File: config.mk
export PLATFORM = sky130hd
export DESIGN_NAME = scalar_rf_arbiter_flat
export DESIGN_NICKNAME = d
export VERILOG_FILES = /design/src/rtl/scalar_rf_arbiter_pkg.sv /design/src/rtl/scalar_rf_arbiter_if.sv /design/src/rtl/scalar_rf_arbiter_rr.sv /design/src/rtl/scalar_rf_arbiter.sv /design/src/flat_wrapper.sv
export SDC_FILE = /design/constraint.sdc
export NUM_CORES = 1
export LEC_CHECK = 0
export CAP_MARGIN = 25
export CORE_AREA = 5 5 102 104
export DETAILED_ROUTE_END_ITERATION = 10
export DIE_AREA = 0 0 107 109
export PLACE_DENSITY = 0.92
export SETUP_SLACK_MARGIN = 0.5
export SLEW_MARGIN = 20
export SYNTH_ARGS = -nofsm -noshare
export SYNTH_HDL_FRONTEND = slang
export SYNTH_SLANG_ARGS = --single-unit
File: constraint.sdc
create_clock -name clk -period 2.69 [get_ports clk]
set_input_delay 0.269 -clock clk [delete_from_list [all_inputs] [get_ports clk]]
set_output_delay 0.269 -clock clk [all_outputs]
set_load 0.01 [all_outputs]
File: src/rtl/scalar_rf_arbiter_pkg.sv
// Shared types and widths for the scalar register-file arbiter slice.
package srf_pkg;

  typedef enum logic [1:0] {
    IDLE  = 2'd0,
    WRITE = 2'd1,
    READ  = 2'd2,
    RESP  = 2'd3
  } state_t;

  localparam int WR_REQ_NUM          = 2;
  localparam int BIT_NUMBER_DEF      = 32;
  localparam int ADDR_NUMBER_DEF     = 5;
  localparam int REGISTER_NUMBER_DEF = 16;

  function automatic logic addr_ok(input logic [31:0] addr, input logic [31:0] limit);
    return addr < limit;
  endfunction

endpackage

File: src/rtl/scalar_rf_arbiter_if.sv
// Requester-side handshake bundle: two write requesters plus one dual-operand read port.
interface scalar_rf_arbiter_if
  import srf_pkg::*;
#(
  parameter int BIT_NUMBER  = BIT_NUMBER_DEF,
  parameter int ADDR_NUMBER = ADDR_NUMBER_DEF
);
  logic [WR_REQ_NUM-1:0]             wr_valid;
  logic [WR_REQ_NUM-1:0]             wr_ready;
  logic [WR_REQ_NUM*ADDR_NUMBER-1:0] wr_addr;
  logic [WR_REQ_NUM*BIT_NUMBER-1:0]  wr_data;
  logic                              rd_valid;
  logic                              rd_ready;
  logic [ADDR_NUMBER-1:0]            rd_addr_1;
  logic [ADDR_NUMBER-1:0]            rd_addr_2;
  logic                              rd_resp_valid;
  logic                              rd_resp_err;
  logic [BIT_NUMBER-1:0]             rd_resp_data_1;
  logic [BIT_NUMBER-1:0]             rd_resp_data_2;

  modport master (
    output wr_valid, wr_addr, wr_data, rd_valid, rd_addr_1, rd_addr_2,
    input  wr_ready, rd_ready, rd_resp_valid, rd_resp_err, rd_resp_data_1, rd_resp_data_2
  );

  modport slave (
    input  wr_valid, wr_addr, wr_data, rd_valid, rd_addr_1, rd_addr_2,
    output wr_ready, rd_ready, rd_resp_valid, rd_resp_err, rd_resp_data_1, rd_resp_data_2
  );
endinterface

File: src/rtl/scalar_rf_arbiter_rr.sv
// Two-way round-robin grant; pointer moves to the loser after each taken grant.
module rr_arbiter2 (
  input  logic       clk,
  input  logic       reset,
  input  logic [1:0] req,
  input  logic       advance,
  output logic [1:0] grant,
  output logic       grant_idx
);
  logic ptr;

  always_comb begin
    grant_idx = req[ptr] ? ptr : ~ptr;
    grant     = (|req) ? (2'b01 << grant_idx) : '0;
  end

  always_ff @(posedge clk) begin
    if (reset)        ptr <= 1'b0;
    else if (advance) ptr <= ~grant_idx;
  end
endmodule

File: src/rtl/scalar_rf_arbiter.sv
// Arbitrates ALU/load writeback and operand reads onto a single-ported register file.
module scalar_rf_arbiter
  import srf_pkg::*;
#(
  parameter int BIT_NUMBER      = BIT_NUMBER_DEF,
  parameter int ADDR_NUMBER     = ADDR_NUMBER_DEF,
  parameter int REGISTER_NUMBER = REGISTER_NUMBER_DEF
) (
  input  logic                    clk,
  input  logic                    reset,
  scalar_rf_arbiter_if.slave      bus,
  output logic                    rf_enable,
  output logic                    rf_write_enable,
  output logic [ADDR_NUMBER-1:0]  rf_dest_addr,
  output logic [BIT_NUMBER-1:0]   rf_write_data,
  output logic [ADDR_NUMBER-1:0]  rf_src_addr_1,
  output logic [ADDR_NUMBER-1:0]  rf_src_addr_2,
  input  logic [2*BIT_NUMBER-1:0] rf_data_in
);
  state_t state, next_state;
  logic   prio_write;
  logic   pick_write, pick_read, resp_active;
  logic   rd_err_q, rd_err_d;
  logic   wr_ok, rd_ok, wr_idx;
  logic [WR_REQ_NUM-1:0]  wr_gnt;
  logic [ADDR_NUMBER-1:0] wr_sel_addr;
  logic [BIT_NUMBER-1:0]  wr_sel_data;
  logic                   rf_en_q, rf_en_d, rf_we_q, rf_we_d;
  logic [ADDR_NUMBER-1:0] dest_q, dest_d, src1_q, src1_d, src2_q, src2_d;
  logic [BIT_NUMBER-1:0]  wdata_q, wdata_d;

  rr_arbiter2 u_rr (
    .clk       (clk),
    .reset     (reset),
    .req       (bus.wr_valid),
    .advance   (pick_write),
    .grant     (wr_gnt),
    .grant_idx (wr_idx)
  );

  assign wr_sel_addr = wr_idx ? bus.wr_addr[2*ADDR_NUMBER-1:ADDR_NUMBER] : bus.wr_addr[ADDR_NUMBER-1:0];
  assign wr_sel_data = wr_idx ? bus.wr_data[2*BIT_NUMBER-1:BIT_NUMBER]   : bus.wr_data[BIT_NUMBER-1:0];
  assign wr_ok = addr_ok(32'(wr_sel_addr), 32'(REGISTER_NUMBER));
  assign rd_ok = addr_ok(32'(bus.rd_addr_1), 32'(REGISTER_NUMBER)) &&
                 addr_ok(32'(bus.rd_addr_2), 32'(REGISTER_NUMBER));

  // Class choice only matters when both classes pend; prio_write breaks the tie.
  always_comb begin
    pick_write = 1'b0;
    pick_read  = 1'b0;
    if (state == IDLE && !reset) begin
      if ((|bus.wr_valid) && (!bus.rd_valid || prio_write)) pick_write = 1'b1;
      else if (bus.rd_valid)                                 pick_read  = 1'b1;
    end
  end

  always_comb begin
    next_state = state;
    unique case (state)
      IDLE:    if (pick_write) next_state = WRITE;
               else if (pick_read) next_state = READ;
      WRITE:   next_state = IDLE;
      READ:    next_state = RESP;
      RESP:    next_state = IDLE;
      default: next_state = IDLE;
    endcase
    if (reset) next_state = IDLE;
  end

  always_comb begin
    resp_active        = (state == RESP) && !reset;
    bus.wr_ready       = pick_write ? wr_gnt : '0;
    bus.rd_ready       = pick_read;
    bus.rd_resp_valid  = resp_active;
    bus.rd_resp_err    = resp_active && rd_err_q;
    bus.rd_resp_data_1 = '0;
    bus.rd_resp_data_2 = '0;
    if (resp_active && !rd_err_q) begin
      bus.rd_resp_data_1 = rf_data_in[BIT_NUMBER-1:0];
      bus.rd_resp_data_2 = rf_data_in[2*BIT_NUMBER-1:BIT_NUMBER];
    end
    // Next values of the registered RF-side outputs, taken from the request granted now.
    rf_en_d  = 1'b0;
    rf_we_d  = 1'b0;
    dest_d   = '0;
    wdata_d  = '0;
    src1_d   = '0;
    src2_d   = '0;
    rd_err_d = rd_err_q;
    if (pick_write) begin
      rf_en_d = wr_ok;
      rf_we_d = wr_ok;
      if (wr_ok) begin
        dest_d  = wr_sel_addr;
        wdata_d = wr_sel_data;
      end
    end else if (pick_read) begin
      rd_err_d = !rd_ok;
      rf_en_d  = rd_ok;
      if (rd_ok) begin
        src1_d = bus.rd_addr_1;
        src2_d = bus.rd_addr_2;
      end
    end
  end

  always_ff @(posedge clk) begin
    if (reset) begin
      state      <= IDLE;
      prio_write <= 1'b1;
      rd_err_q   <= 1'b0;
      rf_en_q    <= 1'b0;
      rf_we_q    <= 1'b0;
      dest_q     <= '0;
      wdata_q    <= '0;
      src1_q     <= '0;
      src2_q     <= '0;
    end else begin
      state      <= next_state;
      if (pick_write)     prio_write <= 1'b0;
      else if (pick_read) prio_write <= 1'b1;
      rd_err_q   <= rd_err_d;
      rf_en_q    <= rf_en_d;
      rf_we_q    <= rf_we_d;
      dest_q     <= dest_d;
      wdata_q    <= wdata_d;
      src1_q     <= src1_d;
      src2_q     <= src2_d;
    end
  end

  // Masking with reset keeps the RF quiet during the reset cycle itself.
  assign rf_enable       = rf_en_q && !reset;
  assign rf_write_enable = rf_we_q && !reset;
  assign rf_dest_addr    = reset ? '0 : dest_q;
  assign rf_write_data   = reset ? '0 : wdata_q;
  assign rf_src_addr_1   = reset ? '0 : src1_q;
  assign rf_src_addr_2   = reset ? '0 : src2_q;
endmodule

File: src/flat_wrapper.sv
// flat-port wrapper written by rule: the top's interface ports become plain ports
module scalar_rf_arbiter_flat import srf_pkg::*;
#(
  parameter int BIT_NUMBER      = BIT_NUMBER_DEF,
  parameter int ADDR_NUMBER     = ADDR_NUMBER_DEF,
  parameter int REGISTER_NUMBER = REGISTER_NUMBER_DEF
)
  (clk, reset, rf_enable, rf_write_enable, rf_dest_addr, rf_write_data, rf_src_addr_1, rf_src_addr_2, rf_data_in, bus_wr_valid, bus_wr_addr, bus_wr_data, bus_rd_valid, bus_rd_addr_1, bus_rd_addr_2, bus_wr_ready, bus_rd_ready, bus_rd_resp_valid, bus_rd_resp_err, bus_rd_resp_data_1, bus_rd_resp_data_2);
  scalar_rf_arbiter_if #(.BIT_NUMBER(BIT_NUMBER), .ADDR_NUMBER(ADDR_NUMBER)) bus_i ();
  input  logic clk;
  input  logic reset;
  output logic rf_enable;
  output logic rf_write_enable;
  output logic [ADDR_NUMBER-1:0] rf_dest_addr;
  output logic [BIT_NUMBER-1:0] rf_write_data;
  output logic [ADDR_NUMBER-1:0] rf_src_addr_1;
  output logic [ADDR_NUMBER-1:0] rf_src_addr_2;
  input  logic [2*BIT_NUMBER-1:0] rf_data_in;
  input wire logic [$bits(bus_i.wr_valid)-1:0] bus_wr_valid;
  input wire logic [$bits(bus_i.wr_addr)-1:0] bus_wr_addr;
  input wire logic [$bits(bus_i.wr_data)-1:0] bus_wr_data;
  input wire logic [$bits(bus_i.rd_valid)-1:0] bus_rd_valid;
  input wire logic [$bits(bus_i.rd_addr_1)-1:0] bus_rd_addr_1;
  input wire logic [$bits(bus_i.rd_addr_2)-1:0] bus_rd_addr_2;
  output wire logic [$bits(bus_i.wr_ready)-1:0] bus_wr_ready;
  output wire logic [$bits(bus_i.rd_ready)-1:0] bus_rd_ready;
  output wire logic [$bits(bus_i.rd_resp_valid)-1:0] bus_rd_resp_valid;
  output wire logic [$bits(bus_i.rd_resp_err)-1:0] bus_rd_resp_err;
  output wire logic [$bits(bus_i.rd_resp_data_1)-1:0] bus_rd_resp_data_1;
  output wire logic [$bits(bus_i.rd_resp_data_2)-1:0] bus_rd_resp_data_2;
  assign bus_i.wr_valid = bus_wr_valid;
  assign bus_i.wr_addr = bus_wr_addr;
  assign bus_i.wr_data = bus_wr_data;
  assign bus_i.rd_valid = bus_rd_valid;
  assign bus_i.rd_addr_1 = bus_rd_addr_1;
  assign bus_i.rd_addr_2 = bus_rd_addr_2;
  assign bus_wr_ready = bus_i.wr_ready;
  assign bus_rd_ready = bus_i.rd_ready;
  assign bus_rd_resp_valid = bus_i.rd_resp_valid;
  assign bus_rd_resp_err = bus_i.rd_resp_err;
  assign bus_rd_resp_data_1 = bus_i.rd_resp_data_1;
  assign bus_rd_resp_data_2 = bus_i.rd_resp_data_2;
  scalar_rf_arbiter #(.BIT_NUMBER(BIT_NUMBER), .ADDR_NUMBER(ADDR_NUMBER), .REGISTER_NUMBER(REGISTER_NUMBER)) u_core (.clk(clk), .reset(reset), .bus(bus_i), .rf_enable(rf_enable), .rf_write_enable(rf_write_enable), .rf_dest_addr(rf_dest_addr), .rf_write_data(rf_write_data), .rf_src_addr_1(rf_src_addr_1), .rf_src_addr_2(rf_src_addr_2), .rf_data_in(rf_data_in));
endmodule
==> qor.txt <==
Die ar. = 11,700 µm²
Design Power = 2.00 mW
Worst Path Arrival = 1.92 ns
Ant. Diodes = 0
multiplexer area fraction after synthesis = 0%
clock period minus worst slack = 2.19 ns
DRT antenna net count = 0
total wire length = 13,100 µm
# fillers = 758
share of cells above drive strength 1 = 11.1%
Initial Util = 29.8%
Worst Skew = 0.0166 ns
WHS = 0.477 ns
Slew Viols, Final = 0
synthesis-stage register bit count = 54
Worst EP required = 2.42 ns
largest family of logic cells by synthesized area = simple AND/OR/NAND/NOR gates
MaxCap Viol Count = 0
Main synth FF type = dfxtp_1
RSZ-0062 raised after global routing = yes
R2R depth = 6
status = finished clean
final-report setup violation count = 0
grt ovf = 0
1st-pass router iterations = 4
complex-gate fraction of the synthesized area = 12.9%
CP Max Fanout = 12
area leader, netlist = dfxtp_1
top cells by instance count after synthesis = nand2_1 (75), and2_1 (67), dfxtp_1 (54)
H-tree Lvls = 2
Core Region = 9460 µm²
XOR/XNOR Fraction of Synth Area = 0%
WP buf/inv = 3
Avg Cell Area, Syn = 8.28 µm²
Hold EP = u_core.state[1]
synthesized area = 2820 µm²
Clock Path Buffers = 2
nets@finish = 762
period utilization = 81.3%
Hold Vio Cnt, Final = 0
die height = 109 µm
worst setup path class = register to output port
normalized max-slew margin = 66.3%
CP Capture Type = output port
Row Count = 36
clock sinks = 54
Reg clk slew, reported paths = 0.10 ns
post-synth top area share = 38.4%
cell with the most instances after synthesis = nand2_1
flop-to-flop setup slack = 0.87 ns
power density over the cells = 339 nW/µm²
setup TNS = 0 ns
I/O Pins = 271
Vias/cell = 4.54
async set-reset flop share out of synthesis = 0%
hold path start = u_core.state[0]
Critical Path Start Type = register
CP max stage delay = 0.54 ns
Port Buffer Count = 270
worst min-delay path class = register to register
Cell Chain, Critical Path = nand2_1, nor3_4, buf_4, buf_6, and2_1, clkdlybuf4s50_1
DR vias = 3,290
Adder-Cell Fraction of Synth Area = 0%
cell count after synthesis = 340
first-pass GRT wire length = 17,400 µm
Initial DRC Count = 175
Yosys cell types = 28
Slew @ Worst Pin = 0.501 ns
die width = 107 µm
placer congestion estimate = 0.733
CTS tree = yes
residual DRC count = 0
Synth area leaders = dfxtp_1 (38%), and2_1 (15%), nor2b_1 (11%)
vias in the first global route = 3,182
Ys Warns = 0
r2r startpoint = u_core.state[0]
worst-skew pair later-pin latency = 0.30 ns
simple-gate area share of the yosys netlist = 42.7%
HPWL after DPL = 10,200 µm
Num CTS Buffers = 5
Hold Path Depth = 1
Layout area overhead = 110%
Max IR drop VDD = 0.214 mV
pin count of the biggest net entering global routing = 57
capture point of the worst reg-to-reg path = u_core.wdata_q[1]
CTS root buf = clkbuf_8
gr usage total = 19.3%
WL/cell = 18.1 µm
delay-heaviest family, CP = buffers and inverters
Fmax = 457 MHz
leakage power = 3.41 nW
slowest CP cell = clkdlybuf4s50_1
Seq/Total Area, Yosys = 38.4%
initial antenna violation count = 0
number of synthesized flops with an enable pin = 0
[timing repair]
action | CTS | global route
hold buffers | 0 | 0
setup buffers | 1 | 3
gates resized for setup | 5 | 73
setup endpoints to repair | 64 | 66
pin swaps | 1 | 2
cloned | 0 | 2
[state kept, by name (all words and copies together), names as in the netlist]
name / flops
u_core.dest_q: 5
u_core.prio_write: 1
u_core.rd_err_q: 1
u_core.rf_en_q: 1
u_core.rf_we_q: 1
u_core.src1_q: 5
u_core.src2_q: 5
u_core.state: 2
u_core.u_rr.ptr: 1
u_core.wdata_q: 32
[final cells by class]
class                      count  area, µm²  area share [%]
tap                          114        143            2.42
clock inverter                 2       38.8           0.657
sequential                    54       1090            18.4
inverter                       2       7.51           0.127
clock buffer                   6       82.6            1.40
multi-input combinational    264       1580            26.7
timing repair buffer         282       2960            50.2
[placed cells by master (no fill, tap or decap), types with 2 or more instances in the layout]
| cell type | synthesis | routed |
|---|---|---|
| buf_6 | 7 | 4 |
| a21oi_2 | 30 | 30 |
| and2_2 | 7 | 7 |
| clkdlybuf4s50_1 | 0 | 203 |
| dfxtp_1 | 54 | 52 |
| a21oi_1 | 8 | 8 |
| inv_1 | 2 | 2 |
| conb_1 | 1 | 3 |
| buf_4 | 0 | 8 |
| nor2_1 | 7 | 7 |
| nand2b_1 | 2 | 2 |
| dlymetal6s2s_1 | 0 | 65 |
| clkbuf_8 | 2 | 6 |
| nor3_4 | 2 | 2 |
| nor3_1 | 3 | 3 |
| nor2b_1 | 49 | 49 |
| and2_1 | 67 | 67 |
| nand2_1 | 75 | 75 |
| dfxtp_4 | 0 | 2 |
[how the worst max path moves through the flow]
stage	startpoint	end	slack (ns)	cells after the start
global route	u_core.state[0]	bus_rd_resp_data_2[22]	0.39	6
finish	u_core.state[0]	bus_rd_resp_data_2[22]	0.50	6
detailed placement	u_core.state[0]	bus_rd_resp_data_1[23]	0.50	5
global placement	u_core.state[0]	bus_rd_resp_data_2[31]	0.57	5
floorplan	u_core.state[0]	bus_rd_resp_data_1[10]	1.27	4
CTS	u_core.state[0]	bus_rd_resp_data_1[21]	0.43	5
[per-stage QoR]
| step | worst slack [ns] | utilization (%) | instance area (µm²) | std cells |
|---|---|---|---|---|
| detailed placement | 0.502 | 58.7 | 5550 | 710 |
| CTS | 0.434 | 60.1 | 5690 | 719 |
| floorplan | 1.27 | - | 2820 | 342 |
| global route | 0.387 | 62.4 | 5900 | 724 |
| global placement | 0.574 | 58.7 | 5550 | 710 |
| finish | 0.504 | 62.4 | 5900 | 724 |
[per-layer routing]
metal	up-vias	global-route usage (%)	part of all wire [%]
met4	0	3.84	1.2
met2	149	33.9	52
met3	12	5.27	9.2
met5	-	0	0
met1	1535	23.7	38
li1	1594	-	-
[power breakdown]
| group | switching, mW | internal [mW] |
|---|---|---|
| Combinational | 0.239 | 0.327 |
| Sequential | 0.0170 | 0.844 |
| Clock | 0.269 | 0.307 |
| Total | 0.525 | 1.48 |
[worst reg2reg max path, cell delays in order (launching register included)]
cell	delay (ns)
dfxtp_4	0.38
nor3_4	0.22
buf_4	0.15
o221a_4	0.20
nand3_4	0.33
buf_4	0.36
a21oi_2	0.12
[kinds of logic (layout without fill, tap and decap cells)]
kind of cell,count (synthesis),count (layout)
and+or+nand+nor,217,217
DFF,54,54
buffers and inverters,24,292
other,1,3
AOI/OAI and AO/OA,44,44
Note: power is estimated with default switching activity, not from simulation.
==> variant 1: new RTL, same flow settings <==
Re-encode `state_t` (4 states) as one-hot, 4 bits wide.
--- a/src/rtl/scalar_rf_arbiter_pkg.sv
+++ b/src/rtl/scalar_rf_arbiter_pkg.sv
@@ -2,9 +2,9 @@
 package srf_pkg;
 
-  typedef enum logic [1:0] {
-    IDLE  = 2'd0,
-    WRITE = 2'd1,
-    READ  = 2'd2,
-    RESP  = 2'd3
+  typedef enum logic [3:0] {
+    IDLE  = 4'b0001,
+    WRITE = 4'b0010,
+    READ  = 4'b0100,
+    RESP  = 4'b1000
   } state_t;
 
Behaviour: same outputs for any inputs over 10 cycles, from zero or initial values and one cycle with reset high; not proved beyond that.
==> variant 1 against the unedited design <==
Clock skew decreased by 0.0063 ns. Synthesized area up 2.9%. Power grew 0.55%. Sequential cell count rose by 2. Worst setup slack worse by 0.25 ns. Final area is 4.1% higher. Count of clock-buffer cells in the layout down 1. Wire length grew 11%. Register-to-register slack got worse by 0.39 ns. Largest cell class unchanged.
==> variant 1: results (changes against the unedited design) <==
Main flop type after synthesis = sky130_fd_sc_hd__dfxtp_1
Drt first pass iters = 4 (unchanged)
Hold crit path type = in -> reg
Number of vias per cell = 4.68 (+2.9%)
CTS H-Tree Depth = 2 (unchanged)
Largest Register = u_core.wdata_q
Netlist cell types = 33 (+18%)
Maximum number of pins on one net before global-route repair = 56 (-1.8%)
Resized cells post-CTS = 322 (+317)
Cts bufs inserted = 5 (unchanged)
Number of buffer cells added on primary ports = 270 (unchanged)
Number of flip-flops in the largest register = 32 (unchanged)
Final #Nets = 794 (+4.2%)
Maximum vdd drop = 0.267 mV (+25%)
Post-route clock skew = 0.0103 ns (-0.00632 ns)
Hold Path Origin = bus_wr_data[58]
Met1 track demand over resource in global routing = 0.194 (-0.0428)
Maximum fanout along the worst path = 13 (+1)
Run status = finished, final reports clean
Number of warnings printed during yosys synthesis = 0 (unchanged)
Met3 Use GR = 0.0645 (+0.0118)
Number of instances in the synthesized netlist = 352 (+3.5%)
Startpoint of the worst register-to-register path = u_core.state[2]$_SDFFE_PP0P_
Critical Setup Path Class = reg -> out
Violation count after the first detailed-routing iteration = 183 (+4.6%)
Drt total wl = 14600 um (+11%)
Synth area leaders = sky130_fd_sc_hd__dfxtp_1, sky130_fd_sc_hd__and2_1, sky130_fd_sc_hd__nor2b_1
Worst-path cell with the longest stage delay = sky130_fd_sc_hd__or3_4
Most common library cells after synthesis = sky130_fd_sc_hd__and2_1, sky130_fd_sc_hd__nand2_1, sky130_fd_sc_hd__dfxtp_1, sky130_fd_sc_hd__nor2b_1, sky130_fd_sc_hd__a21oi_2
Gate family responsible for the most delay along the worst path = simple AND/OR/NAND/NOR gates
Global Route Usage Sum = 0.221 (+0.0287)
Max stage delay on crit path = 0.39 ns (-0.15 ns)
Placed Cells incl. Taps = 724 (+2.0%)
Arrival @ worst endpoint = 2.16 ns (+0.24 ns)
Fraction of layout instances using a drive strength above 1 = 0.294 (+0.183)
Share of the yosys chip area belonging to registers = 0.387 (+0.00288)
Maximum clock path buffer count = 2 (unchanged)
Skew-Pair Late Insertion Delay = 0.31 ns
Routability congestion estimate from global placement = 0.949 (+30%)
Clock transition at the registers of the reported paths = 0.11 ns
Number of antenna violations at the first check in global routing = 4 (+4)
Slew HR = 0.631 (-0.0324)
Post-CTS Repair Setup Buffers = 12 (+11)
Half-perimeter wire length after placement = 10600 um (+3.9%)
First-pass GRT wire length = 19600 um (+13%)
Global-route track usage on met2 = 0.449 (+0.109)
Static leakage power = 0.00264 uW (-22%)
Share of synthesized registers carrying an async set or reset = 0 (unchanged)
Root buffer cell = sky130_fd_sc_hd__clkbuf_8
Detailed-route via count = 3554 (+8.0%)
==> variant 1: changes by cell type in the layout (fill, tap and decap cells not counted), sizes merged, moves of 3 or more <==
cell	delta
diode	+4
dlymetal6s2s	-64
nor2	-4
or2b	+3
and2	+3
buf	+85
clkdlybuf4s50	-4
==> variant 1: area by class of cell <==
cell class / count / area (sq um)
Fill cell: 728 / 3310
Timing Repair Buffer: 303 / 3020
Multi-Input combinational cell: 272 / 1740
Sequential cell: 56 / 1120
Tap cell: 114 / 143
Clock buffer: 5 / 68.8
Clock inverter: 3 / 26.3
Inverter: 3 / 11.3
Antenna cell: 4 / 10.0
==> variant 1: path summary, 6_finish.rpt <==
| path | slack (ns) | end | depth (start not counted) |
|---|---|---|---|
| worst min-delay path | 0.50 | u_core.wdata_q[26]$_SDFF_PP0_ | 3 |
| worst max register to register | 0.48 | u_core.rf_en_q$_SDFF_PP0_ | 10 |
| worst min register to register | 0.52 | u_core.u_rr.ptr$_SDFFE_PP0P_ | 2 |
| worst max-delay path | 0.26 | bus_rd_resp_data_1[15] | 9 |
==> variant 1: where the power goes <==
part           leakage [uW]  total, uW  internal [uW]  switching (uW)
sequential         0.000456        896            878            18.4
clock             0.0000423        485            190             295
combinational       0.00214        633            367             266
==> variant 1: per-stage QoR <==
stage | instance area, sq um | hold WS, ns | total power [uW] | utilization | worst slack [ns]
floorplan | 2910 | 0.391 | 1160 | - | 0.795
global placement | 5680 | 0.477 | 1470 | 0.601 | 0.290
finish | 6140 | 0.496 | 2010 | 0.650 | 0.258
detailed placement | 5680 | 0.500 | 1490 | 0.601 | 0.235
CTS | 5900 | 0.484 | 1990 | 0.624 | 0.335
global route | 6140 | 0.491 | 2110 | 0.650 | 0.170
==> variant 1: logic make-up after synthesis <==
kind of cell	count (synthesis)	synth area share
simple gates	224	0.427
flops	56	0.387
compound gates	45	0.127
buf+inv	26	0.0583
other cells	1	0.00129
==> variant 1: worst reg2reg max path: stages, from the launching register on <==
cell and delay [ns]:
sky130_fd_sc_hd__dfxtp_2 0.33, sky130_fd_sc_hd__or3_4 0.39, sky130_fd_sc_hd__buf_4 0.15, sky130_fd_sc_hd__buf_6 0.11, sky130_fd_sc_hd__buf_12 0.12, sky130_fd_sc_hd__a2111oi_4 0.36
sky130_fd_sc_hd__buf_4 0.20, sky130_fd_sc_hd__nand3_4 0.13, sky130_fd_sc_hd__buf_4 0.23, sky130_fd_sc_hd__inv_1 0.07, sky130_fd_sc_hd__or2_2 0.09
==> variant 1: metal layers <==
metal  up-vias  share of wire  wire [um]
li1       1676              -          -
met1      1618           0.31       4550
met2       220           0.55       7990
met3        40          0.084       1220
met4         0          0.054        789
met5         -              0          0
==> variant 2: new RTL, same settings <==
Without the edit above. The package constant `ADDR_NUMBER_DEF` goes from 5 to 10.
--- a/src/rtl/scalar_rf_arbiter_pkg.sv
+++ b/src/rtl/scalar_rf_arbiter_pkg.sv
@@ -11,5 +11,5 @@
   localparam int WR_REQ_NUM          = 2;
   localparam int BIT_NUMBER_DEF      = 32;
-  localparam int ADDR_NUMBER_DEF     = 5;
+  localparam int ADDR_NUMBER_DEF     = 10;
   localparam int REGISTER_NUMBER_DEF = 16;
 
Interface: changed (6 resized); port bits go from 271 to 306. No check against the original RTL was run, so the function may have changed too.
==> variant 2 against the unedited design <==
Register-to-register slack improved by 0.22 ns. Final area rose by 13%. Wire length fell by 0.15%. Clock skew fell by 0.012 ns. Sequential cell count rose by 15. Worst setup slack improved by 0.041 ns. Power rose by 16%. First-iteration DRC count fell by 51%. Synthesized area rose by 13%. Highest routed layer is now met5.
==> variant 2: results (changes against the unedited design) <==
Number of cell instances on the worst register-to-register path = 4 (-2)
Root buffer cell = sky130_fd_sc_hd__clkbuf_8
Flop2flop setup slack = 1.09 ns (+0.22 ns)
Met1 track demand over resource in global routing = 0.192 (-0.0448)
Clock transition at the registers of the reported paths = 0.07 ns (-0.03 ns)
Hold crit path type = in -> reg
Hold Path Origin = reset
Synth area leaders = sky130_fd_sc_hd__dfxtp_1, sky130_fd_sc_hd__and2_1, sky130_fd_sc_hd__nor2b_1
Global Route Usage Sum = 0.208 (+0.0149)
Post-CTS Repair Setup Buffers = 2 (+1)
Highest routed metal layer = met5
Share of the yosys chip area belonging to registers = 0.434 (+0.0498)
Met3 Use GR = 0.0693 (+0.0166)
Placed Cells incl. Taps = 795 (+12%)
Met3 Wirelength = 1200 um (about the same)
Arrival @ worst endpoint = 1.88 ns (-0.04 ns)
Worst flop-to-flop path endpoint = u_core.src1_q[0]$_SDFF_PP0_
Non-filler instance count after layout = 813 (+12%)
Number of buffer cells added on primary ports = 305 (+13%)
Most common library cells after synthesis = sky130_fd_sc_hd__nand2_1, sky130_fd_sc_hd__and2_1, sky130_fd_sc_hd__dfxtp_1, sky130_fd_sc_hd__nor2b_1, sky130_fd_sc_hd__a21oi_2
Number of antenna violations at the first check in global routing = 4 (+4)
Global-route track usage on met2 = 0.400 (+0.0603)
Post-route clock skew = 0.00438 ns (-0.0123 ns)
Met2 WL = 7030 um (+3.3%)
Half-perimeter wire length after placement = 10700 um (+5.2%)
NetSw = 550 uW (+4.8%)
Maximum fanout along the worst path = 4 (-8)
Skew-Pair Late Insertion Delay = 0.34 ns (+0.04 ns)
CTS H-Tree Depth = 3 (+1)
Terminating pin of the worst hold path = u_core.rd_err_q$_SDFFE_PP0P_
Min Hold Slack = 0.249 ns (-0.228 ns)
Fraction of layout instances using a drive strength above 1 = 0.0931 (-0.0184)
Routability congestion estimate from global placement = 0.869 (+19%)
Gate family responsible for the most delay along the worst path = buffers and inverters
Cts bufs inserted = 9 (+4)
Via count of the first global-routing pass = 3603 (+13%)
Drt total wl = 13100 um (-0.15%)
Run status = finished, final reports clean
Drt first pass iters = 4 (unchanged)
Placed standard-cell area = 6380 sq um (+15%)
DRT met1 WL = 4370 um (-11%)
WHS Path Cells = 2 (+1)
Netlist cell types = 27 (-3.6%)
Number of vias per cell = 4.47 (-1.6%)
Number of fill cells = 701 (-7.5%)
Maximum number of pins on one net before global-route repair = 65 (+14%)
Violation count after the first detailed-routing iteration = 85 (-51%)
Max stage delay on crit path = 0.57 ns (+0.03 ns)
First-pass GRT wire length = 18600 um (+6.7%)
Share of synthesized registers carrying an async set or reset = 0 (unchanged)
Pre-CTS worst setup slack = 0.411 ns (-0.0913 ns)
Resized cells post-CTS = 39 (+34)
Static leakage power = 0.00336 uW (-1.4%)
Final #Nets = 868 (+14%)
Mapped Avg Cell Area = 8.41 sq um (+1.5%)
Post-layout utilization of the core = 0.707 (+0.0829)
Slew HR = 0.594 (-0.0689)
Maximum vdd drop = 0.291 mV (+36%)
variant 2: cell count changes in the layout (fill, tap and decap cells not counted), sizes merged, moves of 3 or more:
| cell | unedited run | this run |
|---|---|---|
| nor2 | 7 | 12 |
| clkdlybuf4s50 | 203 | 239 |
| buf | 13 | 9 |
| clkbuf | 6 | 13 |
| dlygate4sd2 | 1 | 32 |
| nor2b | 49 | 66 |
| conb | 3 | 18 |
| nor4 | 1 | 4 |
| dfxtp | 54 | 69 |
| dlymetal6s2s | 65 | 33 |
variant 2: power groups by stage:
stage	Combinational, uW	Sequential (uW)	Clock [uW]
5_1_grt	532	1060	852
3_5_place_dp	494	1070	0
3_3_place_gp	483	1070	0
2_1_floorplan	165	1070	0
6_report	493	1050	778
4_1_cts	495	1050	802
variant 2: worst max path at each step:
stage	startpoint	end	slack (ns)	depth (start not counted)
finish	bus_wr_valid[1]	bus_rd_ready	0.55	4
detailed placement	bus_wr_valid[1]	bus_wr_ready[1]	0.41	5
global placement	bus_wr_valid[1]	bus_wr_ready[1]	0.43	5
global route	bus_rd_valid	bus_wr_ready[0]	0.47	6
CTS	u_core.state[0]$_SDFFE_PP0P_	bus_rd_resp_data_1[31]	0.47	6
floorplan	u_core.u_rr.ptr$_SDFFE_PP0P_	bus_wr_ready[1]	1.08	5
variant 2: kinds of logic (layout without fill, tap and decap cells):
kind of cell,after synthesis,in the layout,share of synthesized area
AO/OA/AOI/OAI,45,45,0.115
buffers and inverters,26,328,0.0385
flip-flops,69,69,0.434
other,1,19,0.00118
AND/OR/NAND/NOR,238,238,0.411
variant 2: area by class of cell:
class	instances	area share
repair buffers	313	0.479
inverters	1	0.000561
clock inverters	1	0.000749
diodes	1	0.000374
clock buffers	13	0.0268
multi-input cells	301	0.265
flip-flops and latches	69	0.207
well taps	114	0.0213
